--- config.mk ---
export PLATFORM = sky130hd
export DESIGN_NAME = fft_stage_ctrl
export DESIGN_NICKNAME = d
export VERILOG_FILES = /design/src/rtl/fft_stage_ctrl.sv
export SDC_FILE = /design/constraint.sdc
export NUM_CORES = 1
export LEC_CHECK = 0
export CORE_MARGIN = 1
export CORE_UTILIZATION = 34
export CTS_BUF_LIST = sky130_fd_sc_hd__clkbuf_4
export DETAILED_ROUTE_END_ITERATION = 8
export PLACE_DENSITY = 0.87
export SLEW_MARGIN = 25
export SYNTH_ARGS = -nofsm -noshare
export SYNTH_HDL_FRONTEND = slang
export SYNTH_SLANG_ARGS = --single-unit
--- constraint.sdc ---
create_clock -name clk -period 3.25 [get_ports clk]
set_input_delay 0.975 -clock clk [delete_from_list [all_inputs] [get_ports clk]]
set_output_delay 0.975 -clock clk [all_outputs]
set_load 0.01 [all_outputs]
--- src/rtl/fft_stage_ctrl.sv ---
// Rank sequencer for the 4-stage radix-2 16-point FFT with per-rank occupancy.
// Optional perf counters: define FFT_STAGE_CTRL_PERF_CNT_EN.
module fft_stage_ctrl #(
    parameter int CNT_W = 16
) (
    input  logic             clk,
    input  logic             rst,
    input  logic             x_valid,
    input  logic             out_ready,
    input  logic             flush,
    input  logic             err_clr,
    output logic [3:0]       stage_en,
    output logic             fft_valid,
    output logic             busy,
    output logic             drop_err,
    output logic [CNT_W-1:0] frame_cnt,
    output logic [CNT_W-1:0] stall_cnt
);

    logic       pend_q;
    logic       pend_d;
    logic [4:1] v_q;
    logic [4:1] v_d;
    logic       drop_err_q;
    logic       drop_err_d;
    logic [3:0] en;
    logic       drop;

    // State register
    always_ff @(posedge clk) begin
        if (rst) begin
            pend_q     <= 1'b0;
            v_q        <= '0;
            drop_err_q <= 1'b0;
        end else begin
            pend_q     <= pend_d;
            v_q        <= v_d;
            drop_err_q <= drop_err_d;
        end
    end

    // A rank may load when it is empty or its contents move on this cycle
    always_comb begin
        en    = '0;
        en[0] = v_q[3] & (~v_q[4] | out_ready);
        en[1] = v_q[2] & (~v_q[3] | en[0]);
        en[2] = v_q[1] & (~v_q[2] | en[1]);
        en[3] = pend_q & (~v_q[1] | en[2]);
    end

    // Next-state
    always_comb begin
        pend_d     = pend_q;
        v_d        = v_q;
        drop       = x_valid & pend_q & ~en[3] & ~flush;
        drop_err_d = drop | (drop_err_q & ~err_clr);
        if (flush) begin
            pend_d = 1'b0;
            v_d    = '0;
        end else begin
            pend_d = x_valid | (pend_q & ~en[3]);
            v_d[1] = en[3] | (v_q[1] & ~en[2]);
            v_d[2] = en[2] | (v_q[2] & ~en[1]);
            v_d[3] = en[1] | (v_q[3] & ~en[0]);
            v_d[4] = en[0] | (v_q[4] & ~out_ready);
        end
    end

    // Outputs
    always_comb begin
        stage_en  = flush ? 4'b0000 : en;
        fft_valid = v_q[4];
        busy      = pend_q | (|v_q);
        drop_err  = drop_err_q;
    end

`ifdef FFT_STAGE_CTRL_PERF_CNT_EN
    logic [CNT_W-1:0] frame_q;
    logic [CNT_W-1:0] stall_q;

    always_ff @(posedge clk) begin
        if (rst) begin
            frame_q <= '0;
            stall_q <= '0;
        end else begin
            if (v_q[4] & out_ready)
                frame_q <= frame_q + 1'b1;
            if (v_q[4] & ~out_ready)
                stall_q <= stall_q + 1'b1;
        end
    end

    assign frame_cnt = frame_q;
    assign stall_cnt = stall_q;
`else
    assign frame_cnt = '0;
    assign stall_cnt = '0;
`endif

endmodule
==> results of run 1 <==
[area by class of cell]
type	instances	area (um2)	area share, %
multi-input combinational	55	265	47.0
timing repair buffer	14	138	24.4
sequential	6	120	21.3
clock buffer	3	22.5	3.99
tap	15	18.8	3.33
[metal layers]
layer | routed length, um | vias up | track usage [%]
met2 | 355 | 32 | 14.3
met4 | 0 | 0 | 5.00
met1 | 273 | 151 | 11.9
met5 | 0 | - | 0
met3 | 82 | 0 | 3.33
li1 | - | 171 | -
[Yosys cell counts, drive strengths merged]
cell     n  area, um2
conb     1       3.75
and2     1       6.26
nor3b    2       15.0
nand4    1       6.26
and4b    1       13.8
nor2b    3       18.8
nand2b   2       12.5
a21oi    3       15.0
nor2     2       7.51
nand2    1       3.75
nor3     3       15.0
a31oi    1       6.26
dfxtp    6        120
o21a     3       22.5
buf     32        240
[cells by family after synthesis]
logic type	synth area share (%)
buf+inv	47.4
compound gates	8.64
other cells	0.740
simple gates	19.5
flops	23.7
[metrics by stage]
stage | setup WS (ns) | hold WS [ns] | util, %
after global placement | -0.200 | 0.459 | 39.8
after CTS | 0.00346 | 0.488 | 41.1
after detailed placement | -0.223 | 0.478 | 39.8
final | 0.0764 | 0.481 | 41.8
after global routing | 0.0113 | 0.522 | 41.8
after floorplan | 0.759 | 0.478 | -
[worst reg2reg max path, stage by stage (launching register included)]
cell	delay, ns
dfxtp_1	0.41
and4b_4	0.30
buf_4	0.12
nand4_1	0.09
a21oi_1	0.15
[power by group through the flow]
stage	sequential, mW	clock, mW	combinational, mW
floorplan	0.0766	0	0.0487
global placement	0.0769	0	0.0303
detailed placement	0.0768	0	0.0302
CTS	0.0756	0.0665	0.0296
global route	0.0756	0.0719	0.0360
finish	0.0756	0.0650	0.0302
[registers in the layout, indices dropped and copies added (netlist names)]
name,cells
pend_q,1
v_q,4
drop_err,1
[repair_timing]
item                       CTS  global route
resized for setup            3             4
setup endpoints to repair    4             3
hold endpoints to repair     0             0
[worst max path at each step]
stage	end	slack, ns	cells after the start
floorplan	stage_en[3]	0.76	3
global placement	stage_en[3]	-0.20	5
detailed placement	stage_en[3]	-0.22	5
CTS	stage_en[0]	0.003	4
global route	stage_en[3]	0.01	5
finish	stage_en[3]	0.08	5
==> impl_metrics.ini, run 1 <==
[cells_and_area]
layout_common_cells = 32 x conb_1, 7 x clkdlybuf4s50_1, 6 x dfxtp_1
fillers = 142
instances_no_fill = 93
syn_to_final_growth_pct = 11.4
layout_commonest_cell = conb_1
design_area_um2 = 564
antenna_cells = 0
final_nets = 86
drive_gt1_share_pct = 8.97

[clocking]
clock-root-buffer = clkbuf_4
htreeDepth = 1
cts_sinks = 6
clock_latency_ns = 0.23
cts_tree = yes
cts_buffers = 3
cts_setup_buffers = 0
cts_hold_buf = 0
clk_pin_slew_ns = 0.04
cts_buffer_depth = 2

[timing]
setup_viol = 0
period_needed_ns = 3.17
period_share_pct = 97.6
fmax_mhz = 315
setup_tns_ns = 0
grt_setup_unrepaired = no
hold_viol_final = 0
maxSlewViolCount = 0
skew_ns = 0.00258

[floorplanning]
start_util_pct = 37.5
die-area_um2 = 1650
die_w_um = 40.6
design.portCount = 45
row_count = 13
die_height_um = 40.6
core_um2 = 1350

[power_and_ir_drop]
clkPwrFrac_pct = 38.0
internal_power_uw = 125
power.density_nw_per_um2 = 303
p_sw_share_pct = 26.9
p_comb_share_pct = 17.7
irDropWorstVdd_mv = 0.168
switching_power_uw = 45.9
power_frac_seq_pct = 44.3
leakagePower_nw = 0.311
power_uw = 171

[yosys]
yosysWarnings = 0
syn_area_um2 = 507
synthDistinctLibCells = 15
synthCells = 62
ys_seq_elements = 6
seq_area_frac_synth_pct = 23.7
avgSynthCellArea_um2 = 8.17

[critical_path]
worstReg2RegStart = v_q[3]
r2r_cells = 4
cp-startpoint = out_ready
required_ns = 2.27
crit_type = primary input to output port
worst-path-buf-inv = 2
slowest_stage = clkdlybuf4s50_1
crit_chain = clkdlybuf4s50_1 -> and4b_4 -> and2_4 -> nor2b_1 -> clkdlybuf4s15_1
cpPeakStageDelay_ns = 0.47
endpoint_kind = output port
critPathTopFamily = buffers and inverters
r2r_slack_ns = 2.13
rr_endpoint = drop_err
crit_path_start_kind = primary input
cp_max_fo = 4
arrival_ns = 2.20

[job]
drv_cap = 0

[place]
dp_hpwl_um = 551
dpl_cell_area_um2 = 537
place_inst = 90
port_buffers = 12
place_congestion = 0.773

[routing]
drt-vias-per-instance = 3.81
drt-total-wl_um = 712
drt_iter0_drc = 2
wl_per_cell_um = 7.66
via_count = 354
drc = 0
antenna_left = 0
firstDrtPassIters = 2

[grt]
antenna_found_initial = 0
gr-usage-all-layers_pct = 9.56
grt_pass1_vias = 264
grt_pass1_wl_um = 1020
grt.overflow.total = 0
grt_start_max_net_pins = 8

[outcome]
outcome = finished clean

[min_path]
hp-class = register to register
hold_depth = 2
hold_end = drop_err
hp-start = drop_err
Note: power is estimated with default switching activity, not from simulation.
==> run 2, diff against run 1 <==
Settings changed: GPL_TIMING_DRIVEN set to 0.
==> run 2 against run 1 <==
- sequential power about the same
- sequential share of layout area decreased by 6.1 points
- clock power grew 6.2%
- non-clock buffer count grew 31
- hold slack worse by 0.0083 ns
- power rose by 20%
- critical path depth stayed put
- critical path type unchanged
- critical endpoint unchanged
- largest power group unchanged
- highest routed layer unchanged
==> impl_metrics.ini, run 2 (same netlist as run 1, synthesis figures left out) <==
[outcome]
outcome = finished clean

[power_and_ir_drop]
irDropWorstVdd_mv = 0.124
p_comb_share_pct = 29.3
internal_power_uw = 150
p_sw_share_pct = 26.8
power.density_nw_per_um2 = 258
power_frac_seq_pct = 37.0
clkPwrFrac_pct = 33.7
power_uw = 205
switching_power_uw = 54.8
leakagePower_nw = 0.470

[timing]
period_share_pct = 98.5
hold_viol_final = 0
grt_setup_unrepaired = no
skew_ns = 0.000945
setup_viol = 0
fin_ws_ns = 0.0481
whs_ns = 0.472
period_needed_ns = 3.20
fmax_mhz = 312
maxSlewViolCount = 0
setup_tns_ns = 0

[min_path]
hp-class = register to register

[routing]
drt-vias-per-instance = 3.56
drt_iter0_drc = 7
antenna_left = 0
via_count = 441
firstDrtPassIters = 4
drc = 0
wl_per_cell_um = 7.31
drt-total-wl_um = 906

[cells_and_area]
layout_common_cells = 33 x buf_4, 32 x conb_1, 7 x clkdlybuf4s50_1
layout_commonest_cell = buf_4
instances_no_fill = 124
syn_to_final_growth_pct = 56.3
fillers = 125
final_nets = 117
design_area_um2 = 792
utilization_pct = 58.7
antenna_cells = 0
largest-register = v_q
largest_reg_flops = 4
drive_gt1_share_pct = 34.9

[grt]
grt_pass1_vias = 281
grt_start_max_net_pins = 8
grt_pass1_wl_um = 1180
gr-usage-all-layers_pct = 11.2
antenna_found_initial = 0
grt.overflow.total = 0

[clocking]
htreeDepth = 1
clock-root-buffer = clkbuf_4
cts_buffers = 3
clock_latency_ns = 0.24
cts_tree = yes
cts_sinks = 6
clk_pin_slew_ns = 0.05
cts_buffer_depth = 2

[critical_path]
crit_path_start_kind = primary input
required_ns = 2.27
cp_max_fo = 4
endpoint_kind = output port
r2r_slack_ns = 2.13
arrival_ns = 2.23
crit_type = primary input to output port

[floorplanning]
design.portCount = 45
row_count = 13
die-area_um2 = 1650
die_height_um = 40.6
core_um2 = 1350
start_util_pct = 37.5
die_w_um = 40.6

[place]
dp_hpwl_um = 663
place_congestion = 0.646
place_inst = 120
dpl_cell_area_um2 = 762
dp_slack_ns = -0.207
port_buffers = 12

[job]
drv_cap = 0
## run 2: worst max-delay path: stages
cell	delay, ns
clkdlybuf4s50_1	0.42
and4b_4	0.36
and2_4	0.15
nor2b_1	0.04
dlygate4sd2_1	0.28
## run 2: power by group through the flow
stage	sequential (mW)	combinational (mW)	clock [mW]
final	0.0757	0.0599	0.0690
after global routing	0.0757	0.0666	0.0745
after CTS	0.0756	0.0583	0.0695
after detailed placement	0.0769	0.0589	0
after global placement	0.0769	0.0589	0
after floorplan	0.0766	0.0487	0
## run 2: worst paths after layout
kind / from / cells after the start / to
max: out_ready / 5 / stage_en[3]
min: drop_err / 2 / drop_err
max reg2reg: v_q[3] / 4 / drop_err
min reg2reg: drop_err / 2 / drop_err
## run 2: layer usage
metal	GRT usage, %	vias to the layer above	share of wire (%)
met3	3.33	0	18
met1	11.9	168	37
met4	7.50	0	0
li1	-	234	-
met5	0	-	0
met2	18.7	39	45
## run 2: final cells by class
cell class / instances / area, um2 / area share [%]
clock buffer: 3 / 22.5 / 2.84
timing repair buffer: 13 / 125 / 15.8
buffer: 32 / 240 / 30.3
multi-input combinational: 55 / 265 / 33.5
sequential: 6 / 120 / 15.2
tap: 15 / 18.8 / 2.37
## run 2: what timing repair did
item / 4_1_cts / 5_1_grt
buffers inserted: 0 / 1
endpoints found under the setup margin: 4 / 2
hold buffers: 0 / 0
pin swaps: 0 / 0
gates resized for setup: 4 / 2
